==> config.mk <==
export PLATFORM = sky130hd
export DESIGN_NAME = voice_scheduler
export DESIGN_NICKNAME = d
export VERILOG_FILES = /design/src/rtl/voice_scheduler.sv
export SDC_FILE = /design/constraint.sdc
export NUM_CORES = 1
export LEC_CHECK = 0
export BUFFER_PORTS_ARGS = -buffer_cell sky130_fd_sc_hd__buf_4
export CAP_MARGIN = 10
export CORE_ASPECT_RATIO = 1.2
export CORE_MARGIN = 10
export CORE_UTILIZATION = 50
export CTS_CLUSTER_SIZE = 28
export DETAILED_ROUTE_END_ITERATION = 16
export PLACE_DENSITY = 0.73
export SLEW_MARGIN = 20
export SYNTH_ARGS = -nofsm -noshare
export SYNTH_HDL_FRONTEND = slang
export SYNTH_SLANG_ARGS = --single-unit
==> constraint.sdc <==
create_clock -name clk -period 7.3 [get_ports clk]
set_input_delay 1.095 -clock clk [delete_from_list [all_inputs] [get_ports clk]]
set_output_delay 1.095 -clock clk [all_outputs]
set_load 0.02 [all_outputs]
==> src/rtl/voice_scheduler.sv <==
// Polyphony controller: allocates voices from note commands, triggers all active
// voices once per audio frame and mixes their samples into one saturated output.
module voice_scheduler #(
    parameter int NUM_VOICES = 4,
    parameter int WAIT_MAX   = 15
) (
    input  logic                     clk,
    input  logic                     reset,
    input  logic                     cmd_valid,
    output logic                     cmd_ready,
    input  logic                     cmd_on,
    input  logic [19:0]              cmd_step,
    input  logic [2:0]               cmd_meta,
    output logic                     cmd_drop,
    input  logic                     frame_req,
    output logic [20*NUM_VOICES-1:0] voice_step,
    output logic [3*NUM_VOICES-1:0]  voice_meta,
    output logic [NUM_VOICES-1:0]    voice_rst,
    output logic [NUM_VOICES-1:0]    voice_gen,
    input  logic [NUM_VOICES-1:0]    voice_ready,
    input  logic [16*NUM_VOICES-1:0] voice_sample,
    output logic [NUM_VOICES-1:0]    active,
    output logic [15:0]              mix_sample,
    output logic                     mix_valid,
    output logic                     overrun,
    output logic                     timeout
);
    localparam int ACC_W  = 16 + $clog2(NUM_VOICES);
    localparam int IDX_W  = (NUM_VOICES > 1) ? $clog2(NUM_VOICES) : 1;
    localparam int WCNT_W = $clog2(WAIT_MAX + 1);
    localparam logic signed [ACC_W-1:0] SAT_HI = ACC_W'(32767);
    localparam logic signed [ACC_W-1:0] SAT_LO = ACC_W'(-32768);

    typedef enum logic [2:0] {IDLE, GEN, WAIT, ACC, OUT} state_t;

    state_t                   state;
    state_t                   state_next;
    logic [NUM_VOICES-1:0]    gen_mask;
    logic [NUM_VOICES-1:0]    got;
    logic [NUM_VOICES-1:0]    got_next;
    logic [15:0]              slot [NUM_VOICES];
    logic signed [ACC_W-1:0]  acc;
    logic signed [ACC_W-1:0]  acc_term;
    logic signed [ACC_W-1:0]  acc_sum;
    logic [15:0]              mix_sat;
    logic [IDX_W-1:0]         idx;
    logic [WCNT_W-1:0]        wait_cnt;
    logic                     pending;
    logic                     cmd_accept;
    logic                     free_found;
    logic [IDX_W-1:0]         free_idx;
    logic [NUM_VOICES-1:0]    off_match;
    logic [NUM_VOICES-1:0]    active_next;
    logic                     all_got;
    logic                     wait_expire;
    logic                     frame_start;

    // Command decode: the updated mask is also what a same-cycle frame latches.
    always_comb begin
        cmd_accept = cmd_valid && cmd_ready;
        free_found = 1'b0;
        free_idx   = '0;
        off_match  = '0;
        for (int unsigned i = 0; i < NUM_VOICES; i++) begin
            if (!active[i] && !free_found) begin
                free_found = 1'b1;
                free_idx   = IDX_W'(i);
            end
            off_match[i] = active[i] && (voice_step[20*i +: 20] == cmd_step);
        end
        active_next = active;
        if (cmd_accept) begin
            if (cmd_on) begin
                if (free_found) active_next[free_idx] = 1'b1;
            end else begin
                active_next = active & ~off_match;
            end
        end
    end

    always_comb begin
        got_next    = got | (voice_ready & gen_mask);
        all_got     = (got_next == gen_mask);
        wait_expire = !all_got && (wait_cnt == WCNT_W'(WAIT_MAX - 1));
        frame_start = frame_req || pending;
    end

    always_comb begin
        acc_term = '0;
        if (gen_mask[idx] && got[idx])
            acc_term = {{(ACC_W-16){slot[idx][15]}}, slot[idx]};
        acc_sum = acc + acc_term;
        if (acc_sum > SAT_HI)
            mix_sat = 16'h7fff;
        else if (acc_sum < SAT_LO)
            mix_sat = 16'h8000;
        else
            mix_sat = acc_sum[15:0];
    end

    always_ff @(posedge clk) begin
        if (!reset) state <= IDLE;
        else        state <= state_next;
    end

    always_comb begin
        state_next = state;
        case (state)
            IDLE:    if (frame_start) state_next = GEN;
            GEN:     state_next = (gen_mask == '0) ? OUT : WAIT;
            WAIT:    if (all_got || wait_expire) state_next = ACC;
            ACC:     if (idx == IDX_W'(NUM_VOICES - 1)) state_next = OUT;
            OUT:     state_next = IDLE;
            default: state_next = IDLE;
        endcase
    end

    always_comb begin
        cmd_ready = (state == IDLE);
        voice_gen = (state == GEN) ? gen_mask : '0;
        mix_valid = (state == OUT);
    end

    always_ff @(posedge clk) begin
        if (!reset) begin
            active     <= '0;
            voice_step <= '0;
            voice_meta <= '0;
            voice_rst  <= '0;
            cmd_drop   <= 1'b0;
            overrun    <= 1'b0;
            timeout    <= 1'b0;
            mix_sample <= '0;
            pending    <= 1'b0;
            gen_mask   <= '0;
            got        <= '0;
            acc        <= '0;
            idx        <= '0;
            wait_cnt   <= '0;
            for (int unsigned i = 0; i < NUM_VOICES; i++) slot[i] <= '0;
        end else begin
            voice_rst <= '0;
            cmd_drop  <= 1'b0;
            overrun   <= 1'b0;
            timeout   <= 1'b0;
            active    <= active_next;
            if (cmd_accept && cmd_on) begin
                if (free_found) begin
                    voice_step[20*free_idx +: 20] <= cmd_step;
                    voice_meta[3*free_idx +: 3]   <= cmd_meta;
                    voice_rst[free_idx]           <= 1'b1;
                end else begin
                    cmd_drop <= 1'b1;
                end
            end
            // A fresh request arriving while a pending one is consumed stays queued.
            if (state == IDLE) begin
                if (frame_start) begin
                    pending  <= pending && frame_req;
                    gen_mask <= active_next;
                    got      <= '0;
                    acc      <= '0;
                    idx      <= '0;
                    wait_cnt <= '0;
                end
            end else if (frame_req) begin
                if (pending) overrun <= 1'b1;
                else         pending <= 1'b1;
            end
            case (state)
                GEN: begin
                    if (gen_mask == '0) mix_sample <= '0;
                end
                WAIT: begin
                    for (int unsigned i = 0; i < NUM_VOICES; i++)
                        if (voice_ready[i] && gen_mask[i]) slot[i] <= voice_sample[16*i +: 16];
                    got      <= got_next;
                    wait_cnt <= wait_cnt + 1'b1;
                    if (wait_expire) timeout <= 1'b1;
                end
                ACC: begin
                    acc <= acc_sum;
                    idx <= idx + 1'b1;
                    if (idx == IDX_W'(NUM_VOICES - 1)) mix_sample <= mix_sat;
                end
                default: ;
            endcase
        end
    end
endmodule

---- Word-level counts from Yosys, hierarchy flattened ----
Memory sizes are Yosys's and may differ from the RTL's. A register that Yosys moved wholly into a read port is not among the register bits.
Index checks and enable logic that the tools add are counted.
storage, ports and cells
  memories kept ........................... 1
  input bits .............................. 96
  register bits ........................... 155
  logic and storage cells ................. 171
  memory bits (writable) .................. 64
memory list
  memory  depth  width  rd ports  clocked after memory_dff  wr ports  line  source
  slot    4      16     1         1                         4         41    logic [15:0] slot [NUM_VOICES];
cells by class
  mux-type cells .......................... 69
  multipliers ............................. 2
  reductions and logical operators ........ 44
  shift-type cells ........................ 4
  add/sub/neg operators ................... 5
  $lt $le $gt $ge ......................... 5
  bitwise gates (word level) .............. 11
  eq/ne operators ......................... 15
operator list
  cell                      count
  $mux 16                   8
  $bwmux 80                 1
  $eq 20x20->1              4
  $shift 20x34->80 const A  1
  $shiftx 20x34->80         1
  $mux 18                   4
  $neg 4->34                1
  $neg 7->34                1
  $shift 3x34->12 const A   1
  $shiftx 3x34->12          1
  $mux 4                    8
  $pmux 16 s2               1
  $mux 1                    31
  $add 18x18->18            1
  $gt 18x16->1 const B      1
  $lt 18x16->1 const B      1
  $logic_and 1x1->1         17
  $mux 2                    7
  $reduce_and 2->1          7
  $bwmux 12                 1
  $mux 3                    4
  $pmux 3 s4                1
  $reduce_bool 2->1         6
  $reduce_and 3->1          3
  26 further kinds          43

---- Longest topological paths before layout ----
Gate-level depths: netlist of run 1.
  word-level depth ........................ 17
  gate-level depth with buffers ........... 16

---- Worst setup path before layout of run 1 ----
OpenSTA, ideal clock, no wires.
  kind .................................... reg2reg
  start point ............................. register with a tool-made name
  end point ............................... register mix_sample[10]
  period minus slack after synthesis ...... 3.736 ns
  cell stages (with the launch flop) ...... 15
  arrival time ............................ 3.645 ns
  library setup time ...................... 0.091 ns
  path slack .............................. 3.564 ns
  buffers on the path ..................... 4
  cell sequence ........................... dfxtp_1 > buf_2 > buf_1 > mux4_2 > nor2b_1 > ha_1 > buf_2 > nand4_1 > or2_1 > o31ai_1 > xor2_1 > a31o_4 > buf_6 > nand2_1 > a311oi_1
RTL lines
  what                    line  source
  end signal: assignment  184   if (idx == IDX_W'(NUM_VOICES - 1)) mix_sample <= mix_sat;
  end: declaration        23    output logic [15:0] mix_sample,

---- Final worst setup path of run 1 ----
  start point ............................. register gen_mask[2]
  end point ............................... register mix_sample[9]
between the ends
  longest elaborated chain between the ends .. 10
  elaborated cells on any way between the ends .. 14
  those cells by class .................... add/sub: 1; order compare: 2; eq/ne: 1; mux: 7; reduce/logical: 3
ends and longest elaborated chain
  what                          line  source
  start: declaration            38    logic [NUM_VOICES-1:0] gen_mask;
  start signal: assignment      160   gen_mask <= active_next;
  $bmux 1 s2                    90    if (gen_mask[idx] && got[idx])
  $mux 1 (not written as such)  90
  $logic_and 1x1->1             90
  $mux 18                       90
  $add 18x18->18                92    acc_sum = acc + acc_term;
  $lt 18x16->1                  95    else if (acc_sum < SAT_LO)
  $mux 16                       95
  $mux 16                       93    if (acc_sum > SAT_HI)
  $mux 16                       184
  $pmux 16 s2                   170   case (state)
Parallel ways exist; a longest one is shown, timed or not. The select of a mux whose other input is x is not followed.
A chain may end at the register's enable or synchronous reset.

==> results.ini, run 1 <==
[power]
vdd_drop_max_mv = 0.229
leakage_uw = 0.00551
power_density_nw_per_um2 = 254

[floorplanning]
core_area_um2 = 22500
die_h_um = 186
die_width_um = 158
num_io_pins = 221
initial_core_util_pct = 50.8
row_count = 60
die_area_um2 = 29400

[timing]
setup_tns_ns = 0
period_share_pct = 56.1
timing.hold.ws_ns = 0.455
timing.final.ws_setup_ns = 3.21
tightestPinTransition_ns = 1.02
skew_ns = 0.0109
setup_viol = 0
maxSlewViolCount = 0
max_freq_mhz = 244
period_needed_ns = 4.09
slew-limit-headroom_pct = 31.8
rsz0062_at_grt = no
hold_viol_final = 0

[cts]
clock_latency_ns = 0.52
cts_tree = built
path_clk_slew_ns = 0.06
clockRootBuffer = clkbuf_16
holdBufCountCts = 0
cts_setup_buffers = 0
clk_path_buf_depth = 3
cts.repair.resized = 0
cts_buffers = 25
clock-sinks = 221
htreeDepth = 1

[synthesis]
synth.top_cell.area_share_pct = 27.5
synth_area_um2 = 11400
synth_area_per_cell_um2 = 9.31
synth_edf_count = 64
synth_seq_cells = 221
async_flop_share_pct = 0
yosys.cell_count.top_type = dfxtp_1
yosysWarnings = 0
synth_cell_type_count = 68
syn_inst = 1230
synthesis.nets = 1355
synth_area_leaders = dfxtp_1 (27%), edfxtp_1 (17%), xnor2_1 (5.7%)
yosysTopAreaCell = dfxtp_1
ys_seq_area_share_pct = 44.3
ys_top_cells_by_count = dfxtp_1 (157), nor2_1 (132), nand2_1 (107), a21oi_1 (84)
ys.flop_type = dfxtp_1

[placement]
place_congestion = 1.06
dp_hpwl_mm = 29.6
placed_area_um2 = 13200
io_buffers = 220
dpl_worst_slack_ns = 3.05
placedCellCount = 1650

[min_path]
hp-class = reg -> reg

[route]
vias = 10200
dr.first_iter.drc_count = 948
drc = 0
dr.pass1.iters = 6
viasPerCell = 6.03
detail_route.wl_per_cell_um = 23.3
ant_nets = 0
routed_wirelength_mm = 39.6

[global_routing]
grt_pass1_wl_mm = 58.6
grt_pass1_vias = 10300
grt_max_degree = 81
track_usage_pct = 25.8
gr-total-overflow = 0
antenna_found_initial = 2

[worst_setup_path]
path_max_fanout = 16
critical_path_class = reg -> reg
critPathArrivalTime_ns = 4.50
worst-endpoint-required_ns = 7.71
critPathCaptureType = register
startpoint_type = register

[finish]
syn2layout_area_growth_pct = 22.9
fin_cells = 1695
design_area_um2 = 14100
drive_above_1_share_pct = 21.9
fin_nets = 1523

[run_status]
outcome = finished clean

[run]
maxCapViolCount = 0

final cells by class:
cell class | instances | area, µm²
fillers | 1939 | 8460
inverters | 20 | 76.3
clock buffers | 34 | 785
flip-flops and latches | 221 | 5070
repair buffers | 232 | 1740
diodes | 1 | 2.50
clock inverters | 10 | 93.8
well taps | 279 | 349
multi-input cells | 898 | 5950
worst max-delay path, stage by stage, from the launching register on:
cell,delay (ns)
dfxtp_1,0.46
nand2_1,0.11
mux4_2,0.65
a211oi_1,0.37
inv_1,0.11
fa_1,0.44
nand2b_1,0.18
a21oi_1,0.20
o21bai_1,0.14
o221ai_1,0.34
a21boi_0,0.15
o31ai_1,0.26
buf_4,0.23
nor2_1,0.07
a221o_1,0.26
cells in the final DEF, fill, tap and decap left out, types with 9 or more instances in the layout:
master and count:
a211oi_1 15, ha_1 28, a311oi_1 10, and2_1 74, a221oi_1 9, inv_1 18, nand3_1 33, o22ai_1 10
mux4_2 16, mux2i_1 27, a21oi_1 84, nor3_1 25, buf_4 232, o21ai_0 9, nand2b_1 11, edfxtp_1 64
a22oi_1 43, nor2_1 132, clkbuf_16 29, xor2_1 23, and3_1 14, nor4_1 9, xnor2_1 74, nand4_1 25
dfxtp_1 156, nor2b_1 23, nand2_1 107
final timing paths:
path	startpoint	endpoint	slack, ns	depth (start not counted)
setup reg to reg	gen_mask[2]$_SDFFE_PN0P_	mix_sample[9]$_SDFFE_PN0P_	3.21	14
hold reg to reg	voice_meta[2]$_SDFFE_PN0P_	voice_meta[2]$_SDFFE_PN0P_	0.46	2
hold / removal	voice_meta[2]$_SDFFE_PN0P_	voice_meta[2]$_SDFFE_PN0P_	0.46	2
setup / recovery	gen_mask[2]$_SDFFE_PN0P_	mix_sample[9]$_SDFFE_PN0P_	3.21	14
layer usage:
layer / wire, µm / global-route usage [%] / vias to the layer above / part of all wire, %
met1: 14000 / 27.9 / 4855 / 35
li1: - / - / 4722 / -
met2: 20500 / 46.7 / 509 / 52
met4: 2040 / 12.2 / 0 / 5.2
met3: 3010 / 5.36 / 135 / 7.6
met5: 0 / 0 / - / 0
sequential cells by signal (all words and copies together), names as in the netlist, 2 cells and up, named ones only:
signal and flops:
idx 2, voice_step 80, voice_rst 4, acc 18, active 4, gen_mask 4, state 3, slot 64
voice_meta 12, mix_sample 16, got 4, wait_cnt 4
power by group:
group	leakage [µW]	total [µW]	switching (µW)	internal, µW
logic	0.00314	821	528	293
registers	0.00193	1420	86.3	1330
clock network	0.000441	1320	530	794
total	0.00551	3570	1140	2420
stage by stage:
stage / total power, µW / utilization, %
3_3_place_gp: 2240 / 58.5
5_1_grt: 3690 / 62.4
3_5_place_dp: 2250 / 58.5
6_report: 3570 / 62.4
4_1_cts: 3560 / 62.4
2_1_floorplan: 1950 / -
logic make-up (layout without fill, tap and decap cells):
group	after synthesis	after routing	synth area share, %
AND/OR/NAND/NOR	475	475	20.5
AO/OA/AOI/OAI	253	253	15.0
flip-flops	221	221	44.3
buffers and inverters	111	296	3.90
XOR/XNOR	98	98	7.56
multiplexers	43	43	5.51
adder cells (fa/ha/maj)	29	29	3.24
other	0	1	0
Power figures use the tool's default switching activity.
==> inputs of run 2 (changes only) <==
--- a/config.mk
+++ b/config.mk
@@ -12,7 +12,7 @@
 export CORE_UTILIZATION = 50
 export CTS_CLUSTER_SIZE = 28
 export DETAILED_ROUTE_END_ITERATION = 16
-export PLACE_DENSITY = 0.73
+export PLACE_DENSITY = 0.76
 export SLEW_MARGIN = 20
 export SYNTH_ARGS = -nofsm -noshare
 export SYNTH_HDL_FRONTEND = slang
==> constraint.sdc (replaced) <==
create_clock -name clk -period 3.4 [get_ports clk]
set_input_delay 0.51 -clock clk [delete_from_list [all_inputs] [get_ports clk]]
set_output_delay 0.51 -clock clk [all_outputs]
set_load 0.02 [all_outputs]
==> run 2 against run 1 <==
The flow now finishes with violations (setup timing). Global-route usage is 0.97 points higher. Clock power increased by 110%. Clock skew increased by 0.00070 ns. Register-to-register slack got worse by 3.3 ns. Clock-buffer cell count did not move. Power is 120% higher. Sequential share of layout area down 2.0 points. Sequential cell count unchanged. Via count grew 4.4%. First-iteration DRC count is 2.6% lower. Largest power group unchanged.
==> results.ini, run 2 (synthesized netlist as in run 1, its figures left out) <==
[cts]
clock_latency_ns = 0.52
holdBufCountCts = 0
path_clk_slew_ns = 0.06
cts_buffers = 24
clk_path_buf_depth = 3
clockRootBuffer = clkbuf_16
htreeDepth = 1
clock-sinks = 221
cts_tree = built

[finish]
design_area_um2 = 14900
final_cell_mix = buf_4 (297), dfxtp_1 (148), nor2_1 (131), nand2_1 (104), a21oi_1 (78)
largest_reg_flops = 80
largestRegisters = voice_step (80), slot (64), acc (18)
syn2layout_area_growth_pct = 30.5
fillers = 1778
fin_cells = 1768
final_common_cell = buf_4
drive_above_1_share_pct = 28.8
regMostFlops = voice_step
fin_nets = 1596

[timing]
max_freq_mhz = 286
setup_tns_ns = -0.958
period_share_pct = 103
maxSlewViolCount = 0
timing.final.ws_setup_ns = -0.0999
rsz0062_at_grt = yes
setup_viol = 15
timing.hold.ws_ns = 0.269
hold_viol_final = 0
skew_ns = 0.0116
slew-limit-headroom_pct = 33.0
period_needed_ns = 3.50
tightestPinTransition_ns = 1.00

[route]
routed_wirelength_mm = 41.2
ant_nets = 0
vias = 10700
dr.pass1.iters = 6
dr.first_iter.drc_count = 923
viasPerCell = 6.04
detail_route.wl_per_cell_um = 23.3
drc = 0

[min_path]
hp-class = in -> reg

[power]
seq_power_share_pct = 38.8
p_sw_uw = 2490
power_density_nw_per_um2 = 520
leakage_uw = 0.00590
swShare_pct = 32.1
power.share.clock_pct = 35.8
vdd_drop_max_mv = 0.381
comb_power_share_pct = 25.4
cell_internal_pwr_uw = 5270

[worst_setup_path]
startpoint_type = register
path_max_fanout = 6
rrSetupSlack_ns = -0.1
critPathArrivalTime_ns = 3.93
cp-endpoint = mix_sample[6]$_SDFFE_PN0P_
rr_endpoint = mix_sample[6]$_SDFFE_PN0P_
critPathCaptureType = register
r2r_cells = 13
reg2reg_from = got[2]$_SDFFE_PN0P_
worst-endpoint-required_ns = 3.83
startpoint = got[2]$_SDFFE_PN0P_
critical_path_class = reg -> reg

[placement]
dp_hpwl_mm = 30.3
placed_area_um2 = 13700
io_buffers = 220
placedCellCount = 1710
place_congestion = 1.02

[floorplanning]
num_io_pins = 221
die_area_um2 = 29400
die_h_um = 186
die_width_um = 158
initial_core_util_pct = 50.8
core_area_um2 = 22500
row_count = 60

[global_routing]
grt_pass1_wl_mm = 60.7
track_usage_pct = 26.8
gr-total-overflow = 0
grt_pass1_vias = 10800
antenna_found_initial = 0
grt_max_degree = 76

[run]
maxCapViolCount = 0

[run_status]
violations = setup timing
outcome = finished, violations left

run 2: worst min-delay path by stage:
stage | startpoint | to | slack, ns | cells after the start
final | voice_sample[36] | slot[2][4]$_SDFFCE_PN0P_ | 0.27 | 2
after detailed placement | voice_meta[8]$_SDFFE_PN0P_ | voice_meta[8]$_SDFFE_PN0P_ | 0.45 | 2
after global routing | voice_sample[55] | slot[3][7]$_SDFFCE_PN0P_ | 0.26 | 2
after floorplan | acc[16]$_SDFFE_PN0P_ | acc[16]$_SDFFE_PN0P_ | 0.44 | 2
after global placement | voice_meta[6]$_SDFFE_PN0P_ | voice_meta[6]$_SDFFE_PN0P_ | 0.44 | 2
after CTS | voice_sample[36] | slot[2][4]$_SDFFCE_PN0P_ | 0.26 | 2
run 2: metal layers:
metal  up-vias  global-route usage, %  wire length (µm)
met5         -                      0                 0
met2       579                   48.3             21000
met3       184                   6.00              3290
met1      5055                   27.9             14200
met4         0                   15.2              2740
li1       4857                      -                 -
run 2: worst max-delay path: stages, from the launching register on:
cell and delay (ns):
dfxtp_2 0.36, nand2_2 0.06, mux4_2 0.56, a211oi_2 0.22, ha_1 0.27, a21o_1 0.19
a221o_2 0.42, o2111ai_2 0.20, nand3_2 0.18, xnor2_4 0.29, buf_6 0.14, o31ai_4 0.08
buf_4 0.18, a311oi_1 0.24
run 2: cell type report:
| cell class | count | area, µm² | area share (%) |
|---|---|---|---|
| diodes | 1 | 2.50 | 0.0168 |
| flip-flops and latches | 221 | 5080 | 34.0 |
| well taps | 279 | 349 | 2.34 |
| multi-input cells | 899 | 6250 | 41.8 |
| clock buffers | 34 | 731 | 4.89 |
| inverters | 20 | 76.3 | 0.511 |
| repair buffers | 305 | 2340 | 15.6 |
| clock inverters | 9 | 115 | 0.771 |
run 2: power by group through the flow:
stage	combinational (µW)	clock, µW	sequential, µW
4_1_cts	1920	2790	3000
3_3_place_gp	1890	0	3050
6_report	1970	2780	3010
3_5_place_dp	1910	0	3060
5_1_grt	2100	2910	3030
2_1_floorplan	1090	0	3100
run 2: repair_timing:
item                       in CTS  in global routing
setup endpoints to repair      16                 24
gates cloned                    2                  0
buffers inserted               10                  3
pin swaps                      19                 16
gates resized for setup        23                 45
run 2: through the flow:
step                      setup slack [ns]  util [%]  total power (µW)
after global routing                -0.236      66.3              8030
after detailed placement            -0.142      60.7              4960
after CTS                         -0.00626      65.2              7720
after floorplan                    0.00739         -              4190
after global placement             -0.0543      60.7              4940
final                              -0.0999      66.3              7760
==> inputs of run 3 (changes only) <==
--- a/config.mk
+++ b/config.mk
@@ -8,11 +8,12 @@
 export BUFFER_PORTS_ARGS = -buffer_cell sky130_fd_sc_hd__buf_4
 export CAP_MARGIN = 10
 export CORE_ASPECT_RATIO = 1.2
-export CORE_MARGIN = 10
+export CORE_MARGIN = 2
 export CORE_UTILIZATION = 50
 export CTS_CLUSTER_SIZE = 28
 export DETAILED_ROUTE_END_ITERATION = 16
 export PLACE_DENSITY = 0.76
+export REMOVE_ABC_BUFFERS = 1
 export SLEW_MARGIN = 20
 export SYNTH_ARGS = -nofsm -noshare
 export SYNTH_HDL_FRONTEND = slang
==> run 3 against run 2 <==
The flow still finishes with violations (setup timing). Clock power is 9.7% lower. Final cell count is essentially flat. Hold slack worse by 0.0011 ns. Die area is 18% lower. Combinational power about the same. Global-route usage grew 4.3 points. Sequential cell count unchanged. Core utilization barely moved. Critical path depth did not move. Power down 3.5%. Worst setup slack better by 0.070 ns. Non-clock buffer count up 3. Highest routed layer unchanged.
==> results.ini, run 3 (synthesized netlist as in run 1, its figures left out) <==
[timing]
period_share_pct = 101
period_needed_ns = 3.43
setup_viol = 9
hold_viol_final = 0
skew_ns = 0.0110
max_freq_mhz = 292
timing.hold.ws_ns = 0.268
tightestPinTransition_ns = 1.17
setup_tns_ns = -0.133
rsz0062_at_grt = yes
maxSlewViolCount = 0
timing.final.ws_setup_ns = -0.0295
slew-limit-headroom_pct = 22.0

[power]
seq_power_share_pct = 40.2
leakage_uw = 0.00588
swShare_pct = 32.4
power.share.clock_pct = 33.6
p_sw_uw = 2430
comb_power_share_pct = 26.2
power_density_nw_per_um2 = 503
vdd_drop_max_mv = 0.442
cell_internal_pwr_uw = 5060

[floorplanning]
die_width_um = 142
die_h_um = 170
die_area_um2 = 24100
core_area_um2 = 22400
num_io_pins = 221
initial_core_util_pct = 51.0
row_count = 60

[finish]
syn2layout_area_growth_pct = 30.1
largestRegisters = voice_step (80), slot (64), acc (18)
insertedDiodeCount = 0
regMostFlops = voice_step
largest_reg_flops = 80
fillers = 1783
fin_cells = 1767
multi_input_area_um2 = 6280
fin_nets = 1598
seqCellArea_um2 = 5080
post-route-util_pct = 66.3
drive_above_1_share_pct = 28.8
final_common_cell = buf_4
final_cell_mix = buf_4 (302), dfxtp_1 (150), nor2_1 (130), nand2_1 (106), a21oi_1 (79)

[cts]
clock-sinks = 221
path_clk_slew_ns = 0.07
clockRootBuffer = clkbuf_16
cts_tree = built
clk_path_buf_depth = 3
cts_buffers = 23
clock_latency_ns = 0.52
htreeDepth = 1

[worst_setup_path]
worst-endpoint-required_ns = 3.82
critPathMaxStageDelay_ns = 0.49
path_max_fanout = 5
crit_chain = clkbuf_16 -> mux4_2 -> and2b_2 -> ha_4 -> and3_4 -> a221o_1 -> a31oi_4 -> o31ai_4 -> xor2_2 -> o31ai_1 -> buf_4 -> buf_4 -> a311oi_2
cp_slowest_cell = mux4_2
crit_top_cell = buf_4
critical_path_class = reg -> reg
startpoint_type = register
critical_path.top_delay_family = compound AO/OA/AOI/OAI gates
critPathBufInv = 3
critPathCaptureType = register
critPathArrivalTime_ns = 3.85

[global_routing]
track_usage_pct = 31.1
gr-total-overflow = 0
grt_pass1_vias = 10100
grt_max_degree = 75
grt_pass1_wl_mm = 57.4
antenna_found_initial = 0

[route]
viasPerCell = 6.02
vias = 10600
drc = 0
dr.pass1.iters = 5
dr.first_iter.drc_count = 799
detail_route.wl_per_cell_um = 22.3
routed_wirelength_mm = 39.5
ant_nets = 0

[placement]
io_buffers = 220
placedCellCount = 1714
place_congestion = 1.01
dp_hpwl_mm = 28.3
dpl_worst_slack_ns = -0.121

[run_status]
violations = setup timing
outcome = finished, violations left

[min_path]
hold_start = voice_sample[18]
hp-class = in -> reg

[run]
maxCapViolCount = 0

[run 3: power by group through the flow]
| stage | sequential (µW) | clock, µW | combinational [µW] |
|---|---|---|---|
| after global routing | 3030 | 2630 | 2080 |
| after detailed placement | 3060 | 0 | 1900 |
| after CTS | 3010 | 2540 | 1910 |
| final | 3010 | 2510 | 1960 |
| after floorplan | 3120 | 0 | 986 |
| after global placement | 3060 | 0 | 1880 |
[run 3: metal layers]
metal  share of wire (%)  track usage [%]  wire length, µm  vias up
li1                    -                -                -     4853
met1                  38             38.6            15100     5116
met2                  49             52.8            19200      555
met3                 7.9             4.71             3110      122
met4                 5.2             14.7             2060        0
met5                   0                0                0        -
[run 3: layout make-up]
cell class                 count  area share [%]
clock buffer                  31            4.27
clock inverter                 9           0.639
inverter                      20           0.513
multi-input combinational    899            42.2
sequential                   221            34.1
tap                          279            2.35
timing repair buffer         308            16.0
[run 3: through the flow]
step                cell area [µm²]  power (µW)
floorplan                     11100        4110
global placement              13700        4940
detailed placement            13700        4960
CTS                           14500        7460
global route                  14900        7740
finish                        14900        7490
[run 3: final timing paths]
kind | end | slack [ns] | depth (start not counted)
setup reg to reg | mix_sample[7]$_SDFFE_PN0P_ | -0.03 | 13
hold reg to reg | voice_meta[9]$_SDFFE_PN0P_ | 0.46 | 2
setup / recovery | mix_sample[7]$_SDFFE_PN0P_ | -0.03 | 13
hold / removal | slot[1][2]$_SDFFCE_PN0P_ | 0.27 | 2
[run 3: worst reg2reg max path, cell delays in order (launching register included)]
cell	delay [ns]
dfxtp_4	0.38
clkbuf_16	0.16
mux4_2	0.49
and2b_2	0.23
ha_4	0.27
and3_4	0.18
a221o_1	0.29
a31oi_4	0.14
o31ai_4	0.28
xor2_2	0.22
o31ai_1	0.11
buf_4	0.16
buf_4	0.16
a311oi_2	0.27
[run 3: repair_timing]
item	4_1_cts	5_1_grt
pin swaps	8	25
endpoints found under the setup margin	16	18
cloned	0	2
resized for setup	19	49
hold buffers	0	0
hold endpoints to repair	0	0
buffers inserted	4	7
